--- src/rtl/apb_uart_fifo.sv ---
// APB UART: 8N1 TX/RX, programmable divisor, TX/RX FIFOs, sticky errors, level IRQ.
// Ports: APB slave (PCLK, PRESET, PSEL, PENABLE, PWRITE, PADDR, PWDATA,
//   PRDATA, PREADY, PSLVERR), serial RX in / TX out, IRQ out.

module uart_fifo #(
    parameter int DEPTH = 8
) (
    input  logic       i_clk,
    input  logic       i_rst,
    input  logic       i_flush,
    input  logic       i_push,
    input  logic       i_pop,
    input  logic [7:0] i_wdata,
    output logic [7:0] o_rdata,
    output logic       o_empty,
    output logic       o_full,
    output logic       o_drop
);
    localparam int AW = $clog2(DEPTH);

    logic [7:0]  r_mem [DEPTH];
    logic [AW:0] r_wp;
    logic [AW:0] r_rp;
    logic        w_push;
    logic        w_pop;

    assign o_empty = (r_wp == r_rp);
    assign o_full  = (r_wp[AW] != r_rp[AW]) &&
                     (r_wp[AW-1:0] == r_rp[AW-1:0]);
    assign w_pop   = i_pop & ~o_empty;
    // a pop frees the slot, so a full FIFO still accepts a same-cycle push
    assign w_push  = i_push & (~o_full | w_pop);
    assign o_drop  = i_push & ~w_push;
    assign o_rdata = r_mem[r_rp[AW-1:0]];

    always_ff @(posedge i_clk) begin
        if (w_push) begin
            r_mem[r_wp[AW-1:0]] <= i_wdata;
        end
    end

    always_ff @(posedge i_clk) begin
        if (i_rst || i_flush) begin
            r_wp <= '0;
            r_rp <= '0;
        end else begin
            if (w_push) begin
                r_wp <= r_wp + 1'b1;
            end
            if (w_pop) begin
                r_rp <= r_rp + 1'b1;
            end
        end
    end
endmodule

module apb_uart_fifo #(
    parameter int TX_DEPTH  = 8,
    parameter int RX_DEPTH  = 8,
    parameter int DIV_W     = 16,
    parameter int DIV_RESET = 433
) (
    input  logic        PCLK,
    input  logic        PRESET,
    input  logic        PSEL,
    input  logic        PENABLE,
    input  logic        PWRITE,
    input  logic [4:0]  PADDR,
    input  logic [31:0] PWDATA,
    output logic [31:0] PRDATA,
    output logic        PREADY,
    output logic        PSLVERR,
    input  logic        RX,
    output logic        TX,
    output logic        IRQ
);
    typedef enum logic [1:0] {
        TX_IDLE, TX_START, TX_DATA, TX_STOP
    } tx_state_t;

    typedef enum logic [1:0] {
        RX_IDLE, RX_START, RX_DATA, RX_STOP
    } rx_state_t;

    // ---------------- APB decode ----------------
    logic       w_acc;
    logic       w_wr;
    logic       w_rd;
    logic [2:0] w_idx;
    logic       w_unused;

    assign w_acc    = PSEL & PENABLE;
    assign w_wr     = w_acc & PWRITE;
    assign w_rd     = w_acc & ~PWRITE;
    assign w_idx    = PADDR[4:2];
    assign w_unused = ^{PADDR, PWDATA};
    assign PREADY   = 1'b1;
    assign PSLVERR  = w_acc & (w_idx > 3'd4);

    logic w_wr_data;
    logic w_wr_ctrl;
    logic w_wr_baud;
    logic w_wr_irq;
    logic w_rd_data;

    assign w_wr_data = w_wr & (w_idx == 3'd0);
    assign w_wr_ctrl = w_wr & (w_idx == 3'd2);
    assign w_wr_baud = w_wr & (w_idx == 3'd3);
    assign w_wr_irq  = w_wr & (w_idx == 3'd4);
    assign w_rd_data = w_rd & (w_idx == 3'd0);

    // ---------------- control registers ----------------
    logic             r_txen;
    logic             r_rxen;
    logic             r_lb;
    logic [DIV_W-1:0] r_div;
    logic [2:0]       r_ien;
    logic             r_fe;
    logic             r_ovr;
    logic             r_txovf;
    logic             r_irq;
    logic [DIV_W-1:0] w_div_eff;

    assign w_div_eff = (r_div < DIV_W'(3)) ? DIV_W'(3) : r_div;

    // ---------------- FIFOs ----------------
    logic       w_tx_empty;
    logic       w_tx_full;
    logic       w_tx_drop;
    logic [7:0] w_tx_head;
    logic       w_tx_pop;
    logic       w_rx_empty;
    logic       w_rx_full;
    logic       w_rx_drop;
    logic [7:0] w_rx_head;
    logic       w_rx_push;
    logic [7:0] r_rx_sh;

    uart_fifo #(.DEPTH(TX_DEPTH)) u_txf (
        .i_clk   (PCLK),
        .i_rst   (PRESET),
        .i_flush (w_wr_ctrl & PWDATA[3]),
        .i_push  (w_wr_data),
        .i_pop   (w_tx_pop),
        .i_wdata (PWDATA[7:0]),
        .o_rdata (w_tx_head),
        .o_empty (w_tx_empty),
        .o_full  (w_tx_full),
        .o_drop  (w_tx_drop)
    );

    uart_fifo #(.DEPTH(RX_DEPTH)) u_rxf (
        .i_clk   (PCLK),
        .i_rst   (PRESET),
        .i_flush (w_wr_ctrl & PWDATA[4]),
        .i_push  (w_rx_push),
        .i_pop   (w_rd_data),
        .i_wdata (r_rx_sh),
        .o_rdata (w_rx_head),
        .o_empty (w_rx_empty),
        .o_full  (w_rx_full),
        .o_drop  (w_rx_drop)
    );

    // ---------------- TX path ----------------
    tx_state_t        r_tx_st;
    tx_state_t        w_tx_nst;
    logic [DIV_W-1:0] r_tx_cnt;
    logic [2:0]       r_tx_bit;
    logic [7:0]       r_tx_sh;
    logic             r_tx;
    logic             w_tx_tick;
    logic             w_tx_reload;
    logic             w_tx_shift;
    logic             w_tx_out;

    assign w_tx_tick = (r_tx_cnt == '0);

    always_comb begin
        w_tx_nst    = r_tx_st;
        w_tx_pop    = 1'b0;
        w_tx_reload = 1'b0;
        w_tx_shift  = 1'b0;
        w_tx_out    = 1'b1;
        unique case (r_tx_st)
            TX_IDLE: begin
                if (r_txen && !w_tx_empty) begin
                    w_tx_nst    = TX_START;
                    w_tx_pop    = 1'b1;
                    w_tx_reload = 1'b1;
                end
            end
            TX_START: begin
                w_tx_out = 1'b0;
                if (w_tx_tick) begin
                    w_tx_nst    = TX_DATA;
                    w_tx_reload = 1'b1;
                end
            end
            TX_DATA: begin
                w_tx_out = r_tx_sh[0];
                if (w_tx_tick) begin
                    w_tx_shift  = 1'b1;
                    w_tx_reload = 1'b1;
                    if (r_tx_bit == 3'd7) begin
                        w_tx_nst = TX_STOP;
                    end
                end
            end
            TX_STOP: begin
                if (w_tx_tick) begin
                    // chain straight into the next start bit: no idle gap
                    if (r_txen && !w_tx_empty) begin
                        w_tx_nst    = TX_START;
                        w_tx_pop    = 1'b1;
                        w_tx_reload = 1'b1;
                    end else begin
                        w_tx_nst = TX_IDLE;
                    end
                end
            end
            default: w_tx_nst = TX_IDLE;
        endcase
    end

    always_ff @(posedge PCLK) begin
        if (PRESET) begin
            r_tx_st  <= TX_IDLE;
            r_tx_cnt <= '0;
            r_tx_bit <= '0;
            r_tx_sh  <= '0;
            r_tx     <= 1'b1;
        end else begin
            r_tx_st <= w_tx_nst;
            r_tx    <= w_tx_out;
            if (w_tx_reload) begin
                r_tx_cnt <= w_div_eff;
            end else if (!w_tx_tick) begin
                r_tx_cnt <= r_tx_cnt - DIV_W'(1);
            end
            if (w_tx_pop) begin
                r_tx_sh  <= w_tx_head;
                r_tx_bit <= '0;
            end else if (w_tx_shift) begin
                r_tx_sh  <= {1'b0, r_tx_sh[7:1]};
                r_tx_bit <= r_tx_bit + 3'd1;
            end
        end
    end

    assign TX = r_tx;

    // ---------------- RX path ----------------
    rx_state_t        r_rx_st;
    rx_state_t        w_rx_nst;
    logic [DIV_W-1:0] r_rx_cnt;
    logic [2:0]       r_rx_bit;
    logic             r_rx_s1;
    logic             r_rx_s2;
    logic             r_rx_d;
    logic             w_rx_src;
    logic             w_rx_fall;
    logic             w_rx_tick;
    logic             w_rx_half;
    logic             w_rx_reload;
    logic             w_rx_shift;
    logic             w_rx_done;
    logic             w_fe_set;

    assign w_rx_src  = r_lb ? r_tx : RX;
    assign w_rx_fall = r_rx_d & ~r_rx_s2;
    assign w_rx_tick = (r_rx_cnt == '0);
    assign w_rx_push = w_rx_done & r_rx_s2;
    assign w_fe_set  = w_rx_done & ~r_rx_s2;

    always_comb begin
        w_rx_nst    = r_rx_st;
        w_rx_half   = 1'b0;
        w_rx_reload = 1'b0;
        w_rx_shift  = 1'b0;
        w_rx_done   = 1'b0;
        unique case (r_rx_st)
            RX_IDLE: begin
                if (r_rxen && w_rx_fall) begin
                    w_rx_nst  = RX_START;
                    w_rx_half = 1'b1;
                end
            end
            RX_START: begin
                // line must still be low mid start bit, else a glitch
                if (w_rx_tick) begin
                    if (!r_rx_s2) begin
                        w_rx_nst    = RX_DATA;
                        w_rx_reload = 1'b1;
                    end else begin
                        w_rx_nst = RX_IDLE;
                    end
                end
            end
            RX_DATA: begin
                if (w_rx_tick) begin
                    w_rx_shift  = 1'b1;
                    w_rx_reload = 1'b1;
                    if (r_rx_bit == 3'd7) begin
                        w_rx_nst = RX_STOP;
                    end
                end
            end
            RX_STOP: begin
                if (w_rx_tick) begin
                    w_rx_done = 1'b1;
                    w_rx_nst  = RX_IDLE;
                end
            end
            default: w_rx_nst = RX_IDLE;
        endcase
    end

    always_ff @(posedge PCLK) begin
        if (PRESET) begin
            r_rx_s1  <= 1'b1;
            r_rx_s2  <= 1'b1;
            r_rx_d   <= 1'b1;
            r_rx_st  <= RX_IDLE;
            r_rx_cnt <= '0;
            r_rx_bit <= '0;
            r_rx_sh  <= '0;
        end else begin
            r_rx_s1 <= w_rx_src;
            r_rx_s2 <= r_rx_s1;
            r_rx_d  <= r_rx_s2;
            r_rx_st <= w_rx_nst;
            if (w_rx_half) begin
                r_rx_cnt <= w_div_eff >> 1;
            end else if (w_rx_reload) begin
                r_rx_cnt <= w_div_eff;
            end else if (!w_rx_tick) begin
                r_rx_cnt <= r_rx_cnt - DIV_W'(1);
            end
            if (w_rx_half) begin
                r_rx_bit <= '0;
            end else if (w_rx_shift) begin
                r_rx_bit <= r_rx_bit + 3'd1;
                r_rx_sh  <= {r_rx_s2, r_rx_sh[7:1]};
            end
        end
    end

    // ---------------- registers, flags, IRQ ----------------
    logic w_clr;

    assign w_clr = w_wr_irq & PWDATA[8];

    always_ff @(posedge PCLK) begin
        if (PRESET) begin
            r_txen  <= 1'b0;
            r_rxen  <= 1'b0;
            r_lb    <= 1'b0;
            r_div   <= DIV_W'(DIV_RESET);
            r_ien   <= '0;
            r_fe    <= 1'b0;
            r_ovr   <= 1'b0;
            r_txovf <= 1'b0;
            r_irq   <= 1'b0;
        end else begin
            if (w_wr_ctrl) begin
                r_txen <= PWDATA[0];
                r_rxen <= PWDATA[1];
                r_lb   <= PWDATA[2];
            end
            if (w_wr_baud) begin
                r_div <= PWDATA[DIV_W-1:0];
            end
            if (w_wr_irq) begin
                r_ien <= PWDATA[2:0];
            end
            // a new error in the clearing cycle survives the clear
            r_fe    <= (r_fe & ~w_clr) | w_fe_set;
            r_ovr   <= (r_ovr & ~w_clr) | w_rx_drop;
            r_txovf <= (r_txovf & ~w_clr) | w_tx_drop;
            r_irq   <= (r_ien[0] & ~w_rx_empty) |
                       (r_ien[1] & w_tx_empty & r_txen) |
                       (r_ien[2] & (r_fe | r_ovr | r_txovf));
        end
    end

    assign IRQ = r_irq;

    logic [7:0] w_status;
    logic       w_tx_busy;

    assign w_tx_busy = ~w_tx_empty | (r_tx_st != TX_IDLE);
    assign w_status  = {r_txovf, r_ovr, r_fe, w_tx_busy,
                        w_rx_full, ~w_rx_empty, w_tx_full, w_tx_empty};

    always_comb begin
        PRDATA = '0;
        if (w_rd) begin
            case (w_idx)
                3'd0: PRDATA = w_rx_empty ? 32'd0 : {24'd0, w_rx_head};
                3'd1: PRDATA = {24'd0, w_status};
                3'd2: PRDATA = {29'd0, r_lb, r_rxen, r_txen};
                3'd3: PRDATA = 32'(r_div);
                3'd4: PRDATA = {29'd0, r_ien};
                default: PRDATA = '0;
            endcase
        end
    end
endmodule

--- config.mk ---
export PLATFORM = sky130hd
export DESIGN_NAME = apb_uart_fifo
export DESIGN_NICKNAME = d
export VERILOG_FILES = /design/src/rtl/apb_uart_fifo.sv
export SDC_FILE = /design/constraint.sdc
export NUM_CORES = 1
export LEC_CHECK = 0
export CAP_MARGIN = 25
export CORE_MARGIN = 2
export CORE_UTILIZATION = 55
export DETAILED_ROUTE_END_ITERATION = 8
export PLACE_DENSITY = 0.78
export SYNTH_ARGS = -nofsm -noshare
export SYNTH_HDL_FRONTEND = slang
export SYNTH_SLANG_ARGS = --single-unit
--- constraint.sdc ---
create_clock -name PCLK -period 4.1 [get_ports PCLK]
set_clock_uncertainty 0.1 [all_clocks]
set_input_delay 0.41 -clock PCLK [delete_from_list [all_inputs] [get_ports PCLK]]
set_output_delay 0.41 -clock PCLK [all_outputs]
set_load 0.01 [all_outputs]
==> metrics <==
# IOs 79; post-CTS resize count 0; Final Critical Period 3.62 ns; Starting Density 56.1%; setup TNS after final layout 0 ns; f_max 277 MHz; first-pass GRT wire length 38900 um; status complete, no violations; Crit Path Max Fanout 9; drt wl/cell 19.1 um; Yosys cell types 68; Reg2Reg Setup Slack 0.76 ns; FP Rows 51; fillcell total 1490; GRT Overall Usage 23.0%; root buf cell clkbuf_16; critical path required time 3.59 ns; LEAKAGE 4.34 nW; sequential element share of the synthesized area 55.4%; Clock Sinks 238; Vias 7576; hpwl dp 16100 um; Mapped Area 0.0109 mm2; Crit Path Category reg -> out; DR pass1 iterations 5; Avg Inst Size Synth 11.6 um2; largest area contributor in the netlist edfxtp_1; Post-CTS Setup Inserts 0; fin. max-slew vios 0; synth top area cells edfxtp_1, dfxtp_1, mux4_2, mux2i_1, nand2_1; Critical Path AT 3.11 ns; CTS Buffer Depth 3; Post-DRT Antenna Nets 0; number of global-route vias before repair 7260; DRC 0; Final Wtd Congestion 0.854; hold_sp PRESET; Critical Path Start Type flip-flop; Post-Layout Cell Count 1267; hold buffer count at CTS 0; Area Growth Syn to Fin 13.9%; worst-skew pair later-pin latency 0.53 ns; worst vdd ir 362 uV; count leader, synth edfxtp_1; largest net degree at the start of global routing 54; Final Cycle Share 88.2%; Port Buf Inserts 43; Worst-Margin Slew 0.952 ns; EDFF count, synth 128; CTS tree yes; placed insts 1223; slack of the critical path 0.484 ns; max cap viols 0; number of nets in the layout 1048; die width 145 um; Cell Pwr Density 500 mW/mm2; CP Capture Type output pin; CTS buffer count 24; Post-synth top cells edfxtp_1, dfxtp_1, nand2_1, nor2_1, a21oi_1; Ant. Diodes 0; layout cell share with drive strength beyond 1 12.3%; via/cell ratio 5.98; flops & latches, synth 238; gr ovfl total 0; Die Span Y 145 um; Core Box Area 0.0195 mm2; final hold viol count 0; final WL 24200 um; Place WS 0.767 ns; Die ar. 0.0210 mm2; Final setup viols 0; Syn Inst Count 938; Slew Limit Headroom 36.3%; fraction of registers with async set/reset 0%; class of the worst hold path in -> reg; H-tree levels 1; commonest register cell after synthesis edfxtp_1; Clock Pin Slew Worst Setup and Hold Paths 0.07 ns; CP Launch Point u_txf.r_wp[1]; RSZ-0062 raised after global routing no; initial antenna violation count 0; initial DRC count 739; share of the synthesized area in the top cell type 35.2%; worst r2r src r_tx_cnt[8]; Synth Warn # 0
## worst max-delay path: stages (launching register included)
cell and delay (ns):
dfxtp_1 0.50, xor2_1 0.16, nor4_1 0.61, a22oi_1 0.22, o22a_1 0.21, a21oi_1 0.27, clkdlybuf4s50_1 0.60
## sequential cells by signal (all words and copies together) (netlist names), 8 cells and up, named ones only
register / flops
u_rxf.r_mem: 64
u_txf.r_mem: 64
r_div: 16
r_rx_cnt: 16
r_tx_cnt: 16
r_rx_sh: 8
r_tx_sh: 8
## per-stage QoR
stage | util, % | power [mW] | hold slack (ns) | cell area, um2
after floorplan | - | 3.77 | 0.289 | 11000
after global placement | 59.8 | 4.00 | 0.342 | 11600
after global routing | 63.9 | 6.51 | 0.252 | 12400
final | 63.9 | 6.22 | 0.238 | 12400
after CTS | 63.9 | 6.23 | 0.236 | 12400
after detailed placement | 59.8 | 4.03 | 0.350 | 11600
## final cells by class
class	instances	area [um2]	area share, %
flip-flops and latches	238	6050	48.6
multi-input cells	631	4560	36.7
clock buffers	31	648	5.21
repair buffers	70	628	5.05
well taps	265	332	2.67
clock inverters	13	154	1.24
inverters	19	71.3	0.573
## worst paths after layout
path | cells after the start | endpoint
setup / recovery | 6 | PRDATA[0]
hold / removal | 2 | r_fe
setup reg to reg | 5 | u_txf.r_mem[4][3]
hold reg to reg | 2 | r_rx_bit[1]
## cell usage in the layout (no fill, tap or decap), drive strengths merged, types with 10 or more instances in the layout
cell,count
a211oi,10
a21oi,48
buf,28
clkbuf,31
clkdlybuf4s50,42
clkinv,10
conb,17
dfxtp,110
edfxtp,128
ha,21
inv,18
mux2i,44
mux4,32
nand2,90
nand2b,11
nand3,28
nor2,59
nor2b,13
nor3,21
nor4,17
o21ai,43
or3,12
or4,13
xnor2,16
xor2,20
## per-layer routing
layer | part of all wire (%) | global-route usage (%) | routed length (um) | up-vias
li1 | - | - | - | 3552
met1 | 44 | 32.1 | 10600 | 3726
met2 | 48 | 38.0 | 11700 | 256
met3 | 6.2 | 3.36 | 1510 | 42
met4 | 2.0 | 5.94 | 484 | 0
met5 | 0 | 0 | 0 | -
## power breakdown
group          leakage [nW]  internal (mW)  switching, mW
Clock                 0.393           1.31          0.893
Combinational          1.89          0.527          0.702
Sequential             2.06           2.63          0.155
## cells by family (layout without fill, tap and decap cells)
| logic type | count (synthesis) | count (layout) | synth area share, % |
|---|---|---|---|
| other | 2 | 17 | 0.0688 |
| xor gates and xnor gates | 36 | 36 | 2.89 |
| AOI/OAI and AO/OA | 162 | 162 | 9.52 |
| adders and majority gates | 21 | 21 | 2.41 |
| and+or+nand+nor | 313 | 313 | 14.9 |
| DFF | 238 | 238 | 55.4 |
| buffers and inverters | 84 | 133 | 3.61 |
| muxes | 82 | 82 | 11.3 |
Power figures use the tool's default switching activity.
